$ cat src/rtl/periph_bus_arbiter.sv
// Two-master round-robin arbiter onto a shared peripheral bus with window
// decode, per-transaction timeout and a registered one-cycle response pulse.
module periph_bus_arbiter #(
  parameter logic [63:0] PERIPHERAL_BASE = 64'h2000_0000,
  parameter int          SLAVE_SHIFT     = 12,
  parameter int          NUM_SLAVES      = 4,
  parameter int          TIMEOUT         = 255
) (
  input  logic                       clk,
  input  logic                       rst_n,
  input  logic                       m0_valid,
  input  logic [63:0]                m0_addr,
  input  logic                       m0_write,
  input  logic [63:0]                m0_wdata,
  output logic                       m0_ready,
  output logic [63:0]                m0_rdata,
  output logic                       m0_err,
  input  logic                       m1_valid,
  input  logic [63:0]                m1_addr,
  input  logic                       m1_write,
  input  logic [63:0]                m1_wdata,
  output logic                       m1_ready,
  output logic [63:0]                m1_rdata,
  output logic                       m1_err,
  output logic [NUM_SLAVES-1:0]      s_sel,
  output logic [63:0]                s_addr,
  output logic                       s_write,
  output logic [63:0]                s_wdata,
  input  logic [NUM_SLAVES*64-1:0]   s_rdata,
  input  logic [NUM_SLAVES-1:0]      s_ready
);

  typedef enum logic [1:0] {
    IDLE = 2'd0,
    BUSY = 2'd1,
    ERR  = 2'd2,
    RESP = 2'd3
  } state_t;

  localparam logic [63:0] OFF_MASK = (64'd1 << SLAVE_SHIFT) - 64'd1;
  localparam logic [7:0]  TMO_LAST = 8'(TIMEOUT - 1);

  state_t                  state_r, state_s;
  logic                    gnt_r, gnt_s;
  logic                    last_grant_r, last_grant_s;
  logic [7:0]              cnt_r, cnt_s;
  logic [NUM_SLAVES-1:0]   sel_s;
  logic [63:0]             addr_s, wdata_s;
  logic                    write_s;

  logic                    pick_s, req_write_s, dec_err_s;
  logic [63:0]             req_addr_s, req_wdata_s, off_s, idx_s;
  logic [NUM_SLAVES-1:0]   dec_sel_s;
  logic                    hit_s;
  logic [63:0]             rd_slice_s;

  logic                    rsp_en_s, rsp_err_s;
  logic [63:0]             rsp_rdata_s;
  logic                    m0_ready_s, m0_err_s, m1_ready_s, m1_err_s;
  logic [63:0]             m0_rdata_s, m1_rdata_s;

  // Round-robin pick between requesters and window decode of the winner
  always_comb begin
    pick_s = 1'b0;
    if (m0_valid && m1_valid) begin
      pick_s = ~last_grant_r;
    end else if (m1_valid) begin
      pick_s = 1'b1;
    end else begin
      pick_s = 1'b0;
    end
    req_addr_s  = pick_s ? m1_addr  : m0_addr;
    req_write_s = pick_s ? m1_write : m0_write;
    req_wdata_s = pick_s ? m1_wdata : m0_wdata;
    off_s       = req_addr_s - PERIPHERAL_BASE;
    idx_s       = off_s >> SLAVE_SHIFT;
    dec_err_s   = (req_addr_s < PERIPHERAL_BASE) || (idx_s >= 64'(NUM_SLAVES));
    dec_sel_s   = '0;
    for (int i = 0; i < NUM_SLAVES; i++) begin
      dec_sel_s[i] = (idx_s == 64'(i));
    end
  end

  // Only the selected slave's ready and read data are observed
  always_comb begin
    hit_s      = |(s_ready & s_sel);
    rd_slice_s = 64'd0;
    for (int i = 0; i < NUM_SLAVES; i++) begin
      rd_slice_s = rd_slice_s | (s_rdata[i*64 +: 64] & {64{s_sel[i]}});
    end
  end

  // Next-state and next-output logic for the transaction sequencer
  always_comb begin
    state_s      = state_r;
    gnt_s        = gnt_r;
    last_grant_s = last_grant_r;
    cnt_s        = cnt_r;
    sel_s        = s_sel;
    addr_s       = s_addr;
    write_s      = s_write;
    wdata_s      = s_wdata;
    rsp_en_s     = 1'b0;
    rsp_err_s    = 1'b0;
    rsp_rdata_s  = 64'd0;
    case (state_r)
      IDLE: begin
        if (m0_valid || m1_valid) begin
          gnt_s = pick_s;
          cnt_s = 8'd0;
          if (dec_err_s) begin
            state_s = ERR;
          end else begin
            state_s = BUSY;
            sel_s   = dec_sel_s;
            addr_s  = off_s & OFF_MASK;
            write_s = req_write_s;
            wdata_s = req_wdata_s;
          end
        end else begin
          state_s = IDLE;
        end
      end
      BUSY: begin
        // A ready landing in the final timeout cycle still wins
        if (hit_s) begin
          sel_s       = '0;
          rsp_en_s    = 1'b1;
          rsp_err_s   = 1'b0;
          rsp_rdata_s = s_write ? 64'd0 : rd_slice_s;
          state_s     = RESP;
        end else if (cnt_r == TMO_LAST) begin
          sel_s     = '0;
          rsp_en_s  = 1'b1;
          rsp_err_s = 1'b1;
          state_s   = RESP;
        end else begin
          cnt_s = cnt_r + 8'd1;
        end
      end
      ERR: begin
        rsp_en_s  = 1'b1;
        rsp_err_s = 1'b1;
        state_s   = RESP;
      end
      RESP: begin
        last_grant_s = gnt_r;
        cnt_s        = 8'd0;
        state_s      = IDLE;
      end
      default: begin
        sel_s   = '0;
        cnt_s   = 8'd0;
        state_s = IDLE;
      end
    endcase
  end

  // Route the response to the granted master; both stay zero otherwise
  always_comb begin
    m0_ready_s = 1'b0;
    m0_err_s   = 1'b0;
    m0_rdata_s = 64'd0;
    m1_ready_s = 1'b0;
    m1_err_s   = 1'b0;
    m1_rdata_s = 64'd0;
    if (rsp_en_s && gnt_r) begin
      m1_ready_s = 1'b1;
      m1_err_s   = rsp_err_s;
      m1_rdata_s = rsp_rdata_s;
    end else if (rsp_en_s) begin
      m0_ready_s = 1'b1;
      m0_err_s   = rsp_err_s;
      m0_rdata_s = rsp_rdata_s;
    end else begin
      m0_ready_s = 1'b0;
    end
  end

  // State register
  always_ff @(posedge clk or negedge rst_n) begin
    if (!rst_n) begin
      state_r <= IDLE;
    end else begin
      state_r <= state_s;
    end
  end

  // Grant bookkeeping, timeout counter and all registered outputs
  always_ff @(posedge clk or negedge rst_n) begin
    if (!rst_n) begin
      gnt_r        <= 1'b0;
      last_grant_r <= 1'b1;
      cnt_r        <= 8'd0;
      s_sel        <= '0;
      s_addr       <= 64'd0;
      s_write      <= 1'b0;
      s_wdata      <= 64'd0;
      m0_ready     <= 1'b0;
      m0_rdata     <= 64'd0;
      m0_err       <= 1'b0;
      m1_ready     <= 1'b0;
      m1_rdata     <= 64'd0;
      m1_err       <= 1'b0;
    end else begin
      gnt_r        <= gnt_s;
      last_grant_r <= last_grant_s;
      cnt_r        <= cnt_s;
      s_sel        <= sel_s;
      s_addr       <= addr_s;
      s_write      <= write_s;
      s_wdata      <= wdata_s;
      m0_ready     <= m0_ready_s;
      m0_rdata     <= m0_rdata_s;
      m0_err       <= m0_err_s;
      m1_ready     <= m1_ready_s;
      m1_rdata     <= m1_rdata_s;
      m1_err       <= m1_err_s;
    end
  end

endmodule

$ cat config.mk
export PLATFORM = sky130hd
export DESIGN_NAME = periph_bus_arbiter
export DESIGN_NICKNAME = d
export VERILOG_FILES = /design/src/rtl/periph_bus_arbiter.sv
export SDC_FILE = /design/constraint.sdc
export NUM_CORES = 1
export LEC_CHECK = 0
export ABC_AREA = 1
export BUFFER_PORTS_ARGS = -buffer_cell sky130_fd_sc_hd__buf_2
export CAP_MARGIN = 40
export CORE_AREA = 2 2 309 311
export DETAILED_ROUTE_END_ITERATION = 10
export DIE_AREA = 0 0 311 313
export PLACE_DENSITY = 0.43
export SYNTH_ARGS = -nofsm -noshare
export SYNTH_HDL_FRONTEND = slang
export SYNTH_SLANG_ARGS = --single-unit
$ cat constraint.sdc
create_clock -name clk -period 5.6 [get_ports clk]
set_clock_uncertainty 0.15 [all_clocks]
set_input_delay 1.68 -clock clk [delete_from_list [all_inputs] [get_ports clk]]
set_output_delay 1.68 -clock clk [all_outputs]
set_load 0.05 [all_outputs]
Yosys cells after proc, flatten, opt, wreduce, memory -nomap -nowiden. Cells that the tools add are included.

Register bits: 225. Latch bits: 0. RAM bits: 0. ROM bits: 0. Input bits: 522. Output and inout port bits: 265. Logic and storage cells: 89. Memories: 0.

Add/sub/neg operators: 2. Multipliers: 0. Div/mod/pow operators: 0. Magnitude comparators: 2. Equal/unequal tests: 12. Shift operators: 0. Multiplexer cells: 36. Bitwise operators: 10. Reduce and logical (&&, ||, !) cells: 13.

Operators by type and width (number): 64-bit two-way mux (8); 64-bit AND (4); 64-bit bitwise OR (3); 52-bit by 2-bit equality test with 1-bit output, second input constant (2); 64-bit logical NOT (1); 64-bit by 30-bit < comparator with 1-bit output, second input constant (1); 64-bit by 30-bit subtractor with 64-bit output, second input constant (1); 52-bit by 1-bit equality test with 1-bit output, second input constant (1); 52-bit by 3-bit greater-or-equal comparator with 1-bit output, second input constant (1); 8-bit two-way mux (3); 8-bit one-hot mux with 3 select lines (1); 4-bit two-way mux (4); 1-bit two-way mux (12); 8-bit by 1-bit adder with 8-bit output, second input constant (1); 8-bit equality test, second input constant (1); 2-bit two-way mux (4); 2-bit != test, second input constant (4); 2-bit one-hot mux with 4 select lines (1); 4-bit one-hot mux with 2 select lines (1); 4-bit AND reduction (2); 4-bit AND (1); 2-bit equality test, second input constant (2); 1-bit one-hot mux with 2 select lines (2); 4-bit OR reduction (1); other kinds (10) (13).

Depth between registers and ports, before layout.
Depth in word-level cells: 9. Depth in mapped cells: 24. Mapped depth without buffers: 21.

Worst setup path before layout. OpenSTA, ideal clock, no wires.

Path kind: input to register. Start: input m1_valid. End: register s_wdata[39]. Setup time: 0.129 ns. Arrival time: 4.265 ns. Data required time: 5.321 ns. Setup slack: 1.055 ns. Stages: 21. Path buffers: 6. Cell sequence: buf_4 nand2_8 buf_8 buf_6 o21ai_0 ha_1 inv_1 nor2_1 nand2_2 nor2_4 nand2_1 xnor2_1 nand2_1 nor2_2 and2_1 nand4_2 buf_6 buf_6 buf_6 nand2_1 o21ai_1.

Longest elaborated chain between the ends: 8. Elaborated cells between the ends (all ways): 12. Classes of those cells: 1 x add/sub; 2 x order compare; 4 x mux; 1 x bitwise; 4 x reduce/logical.

Ends and longest elaborated chain: start, declared (RTL line 18) `input logic m1_valid,`; 1-bit two-way mux or 1-bit logical AND (tied branches) (RTL line 67, 65); 1-bit two-way mux (RTL line 65) `if (m0_valid && m1_valid) begin`; 64-bit two-way mux (RTL line 72) `req_addr_s = pick_s ? m1_addr : m0_addr;`; 64-bit by 30-bit subtractor with 64-bit output (RTL line 75) `off_s = req_addr_s - PERIPHERAL_BASE;`; 52-bit by 3-bit greater-or-equal comparator with 1-bit output (RTL line 77) `dec_err_s = (req_addr_s < PERIPHERAL_BASE) || (idx_s >= 64'(NUM_SLAVES));`; 1-bit logical OR (RTL line 77); 1-bit inverter (no line); 3-bit AND reduction (no line); end signal, assigned (RTL line 212) `s_wdata <= wdata_s;`; end, declared (RTL line 28) `output logic [63:0] s_wdata,`.

Several ways; a longest one is shown, not always the timed one. A chain may end at the register's enable or synchronous reset.

Final worst setup path.
Start: input m0_valid. End: register s_wdata[51].

Longest elaborated chain between the ends: 8. Elaborated cells between the ends (all ways): 11. Classes of those cells: 1 x add/sub; 2 x order compare; 3 x mux; 1 x bitwise; 4 x reduce/logical.

Ends and longest elaborated chain: start, declared (RTL line 11) `input logic m0_valid,`; 1-bit logical AND (RTL line 65); 1-bit two-way mux (RTL line 65); 64-bit two-way mux (RTL line 72); 64-bit by 30-bit subtractor with 64-bit output (RTL line 75); 52-bit by 3-bit greater-or-equal comparator with 1-bit output (RTL line 77); 1-bit logical OR (RTL line 77); 1-bit inverter (no line); 3-bit AND reduction (no line).

Several ways; a longest one is shown, not always the timed one.

==> impl_metrics.ini <==
[logic_synthesis]
ys_warn_count = 0
synth.lib_cells_used.distinct = 43
post_synth_edffs = 0
ys_seq_elements = 225
seq_area_frac_synth_pct = 43.5
avg_inst_size_synth_um2 = 7.37
synth.cell_area_um2 = 13000
synthArstFlopShare_pct = 100
synthCells = 1759
dominantRegCellSynth = dfrtp_1

[power]
share_seq_of_total_power_pct = 35.2
power_switching_uw = 1650
internal_cell_power_uw = 3140
leakage_uw = 0.0100
irDropWorstVdd_v = 0.000224
power_frac_clock_pct = 38.4
comb_power_share_pct = 26.3
power.density_nw_per_um2 = 254
switching_share_pct = 34.5

[timing]
max-slew-margin-rel_pct = 37.6
max_clock_freq_mhz = 211
drv_slew = 0
finalSetupViolations = 0
rsz0062_at_grt = no
timing_hold_violations_final = 0
finalWorstPathRequiredPeriod_ps = 4750
totalNegativeSetupSlack_ps = 0
final.period_utilization_pct = 84.8
max_slew.worst_pin.slew_ps = 936

[setup_path]
timing.critical_path.fanout_max = 40
cp-endpoint = s_wdata[51]
worst-endpoint-arrival_ps = 5040
worst_ep_required_time_ps = 5890
path_class = primary input to register
worstReg2RegEnd = s_wdata[51]
setup.worst_path.start = m0_valid
worst-r2r-setup-slack_ps = 1480
ff2ff_path_depth = 19
kind_of_launch_point_of_the_worst_setup_path = primary input
timing.critical_path.to_type = register
startpoint_of_the_most_critical_register_to_register_path = last_grant_r

[clock_network]
max-clock-path-buffers = 3
root_buffer = clkbuf_16
total_clock_buffers_created_by_cts = 29
post-cts-setup-buffers = 0
cts.htree.levels = 1
cts_sinks = 225
post_cts.resized_instances = 0
hold_buffers = 0
tritoncts = built
cts.clk_slew.worst_paths_ps = 60
clock_network_latency_to_the_later_pin_of_the_worst_skew_pair_ps = 570

[floorplan]
floorplan.die_area_um2 = 97300
coreArea_um2 = 94200
fp-row-count = 113
fp.dieH_um = 313
die_width_um = 311
pin_count = 787
start_util_pct = 13.8

[global_route]
grt_antenna_before_repair = 10
number_of_global_route_vias_before_repair = 13900
maximum_number_of_pins_on_one_net_before_global_route_repair = 88
grt_pass1_wl_mm = 90.7
global_route_total_overflow = 0
track_usage_pct = 12.4

[place]
dp.final_hpwl_mm = 51.5
port-buffer-count = 734
final_weighted_congestion_of_routability_driven_global_placement = 0.888
dp_cells = 3700

[final_layout]
count_of_placed_standard_cells_in_the_final_layout_fillers_left_out = 3757
multi_input_area_um2 = 6310
num-fill-cells = 10800
fin_nets = 2995
drive_above_1_share_pct = 34.0
layout-area-overhead-vs-synth_pct = 45.6
seqCellArea_um2 = 5640

[route]
remaining_design_rule_violation_count = 0
routed-via-count = 14200
avgRoutedWirePerCell_um = 17.0
drt_iter0_markers = 923
antenna_left = 0
drt_wl_total_mm = 63.7
detailedRoute.firstPassIterationCount = 5
vias_per_cell = 3.77

[outcome]
status = complete, no violations

[flow_run]
max_cap_viol_count = 0

[min_path]
min_delay_worst_type = register to register
-- how the worst min path moves through the flow --
stage                 from     endpoint  slack, ps  depth (start not counted)
2_1_floorplan        gnt_r     m0_ready        260                          1
3_3_place_gp   s_wdata[48]  s_wdata[48]        310                          2
3_5_place_dp      cnt_r[7]     cnt_r[7]        310                          1
4_1_cts           cnt_r[7]     cnt_r[7]        330                          1
6_report       s_wdata[46]  s_wdata[46]        330                          2
5_1_grt           cnt_r[7]     cnt_r[7]        340                          1
-- placed cells by master (no fill, tap or decap), types with 2 or more instances in the layout --
cell type / synthesis / final
nor2_4: 3 / 3
clkbuf_1: 42 / 5
diode_2: 0 / 7
nand3_1: 58 / 58
buf_4: 56 / 22
inv_2: 2 / 4
buf_12: 0 / 8
or2_2: 4 / 4
clkinv_2: 0 / 4
inv_6: 0 / 3
nor2_1: 223 / 223
xor2_1: 3 / 3
xnor2_1: 2 / 2
inv_1: 98 / 96
a21oi_1: 10 / 10
o22ai_1: 2 / 2
o21ai_0: 32 / 32
dfrtp_1: 224 / 220
nor2_2: 9 / 9
dfrtp_2: 0 / 4
nand2_2: 6 / 6
nor3_1: 17 / 16
o21ai_1: 72 / 72
buf_2: 14 / 733
clkbuf_8: 0 / 6
ha_1: 7 / 7
nor4_1: 2 / 2
nand3b_1: 28 / 28
clkbuf_16: 0 / 29
a22o_1: 2 / 2
nand2_1: 653 / 653
conb_1: 1 / 52
mux2i_1: 77 / 77
nand4_1: 72 / 72
-- final cells by class --
type                       count  area share (%)
antenna                        7          0.0929
clock buffer                  40            4.38
clock inverter                10           0.557
inverter                     100            1.99
multi-input combinational   1346            33.5
sequential                   225            29.9
tap                         1265            8.39
timing repair buffer         764            21.3
-- metrics by stage --
stage	power (uW)	cell area, um^2	utilization (%)	worst slack (ps)	hold WS, ps
after floorplan	2490	13100	-	1060	265
after global placement	3010	17900	19.0	228	312
after detailed placement	3000	17900	19.0	232	314
after CTS	4900	18800	20.0	858	330
after global routing	5080	18900	20.0	304	341
final	4800	18900	20.0	853	328
-- cell families (layout without fill, tap and decap cells) --
logic type	after synthesis	after routing	share of synthesized area, %
flip-flops	225	225	43.5
buffers and inverters	239	914	9.41
AND/OR/NAND/NOR	1082	1082	35.2
AO/OA/AOI/OAI	123	123	4.93
XOR/XNOR	5	5	0.338
adder cells (fa/ha/maj)	7	7	0.676
other	1	59	0.0289
multiplexers	77	77	5.95
-- registers in the layout (all words and copies together) (netlist names), 2 cells and up --
name      count
cnt_r         8
s_sel         4
m0_rdata     64
m1_rdata     64
state_r       2
s_wdata      64
s_addr       12
-- critical path, stage by stage --
cell and delay [ps]:
buf_2 120, nand2_4 170, nand2_8 200, o21ai_0 280, ha_1 310, inv_1 60, nor2_1 210, nand3_1 190
nor2_2 210, nand2_1 70, nand2_1 70, nand2_1 60, nor2_1 110, nand2_1 60, nor2_1 220, nand4_4 470
buf_12 360, nand2_1 60, o21ai_0 70
-- synth_stat cells, types with 2 or more instances --
cell type / instances / area (um^2)
a21oi_1: 10 / 50.1
a22o_1: 2 / 17.5
buf_1: 15 / 56.3
buf_2: 14 / 70.1
buf_4: 56 / 420
buf_6: 11 / 124
clkbuf_1: 42 / 158
dfrtp_1: 224 / 5610
ha_1: 7 / 87.6
inv_1: 98 / 368
inv_2: 2 / 7.51
mux2i_1: 77 / 771
nand2_1: 653 / 2450
nand2_2: 6 / 37.5
nand3_1: 58 / 290
nand3b_1: 28 / 210
nand4_1: 72 / 450
nor2_1: 223 / 837
nor2_2: 9 / 56.3
nor2_4: 3 / 33.8
nor3_1: 17 / 85.1
nor4_1: 2 / 12.5
o21ai_0: 32 / 160
o21ai_1: 72 / 360
o22ai_1: 2 / 12.5
or2_2: 4 / 25.0
xnor2_1: 2 / 17.5
xor2_1: 3 / 26.3
-- per-layer routing --
metal  routed length, um  GRT usage, %
met1               26600          15.4
met2               29900          20.6
met3                5060          3.16
met4                2120          4.77
met5                  34             0
-- power groups by stage --
| stage | clock network [uW] | registers, uW | logic, uW |
|---|---|---|---|
| finish | 1840 | 1690 | 1260 |
| global route | 1980 | 1700 | 1410 |
| CTS | 1920 | 1690 | 1290 |
| detailed placement | 0 | 1720 | 1280 |
| global placement | 0 | 1720 | 1290 |
| floorplan | 0 | 1740 | 748 |
Power figures use the tool's default switching activity.
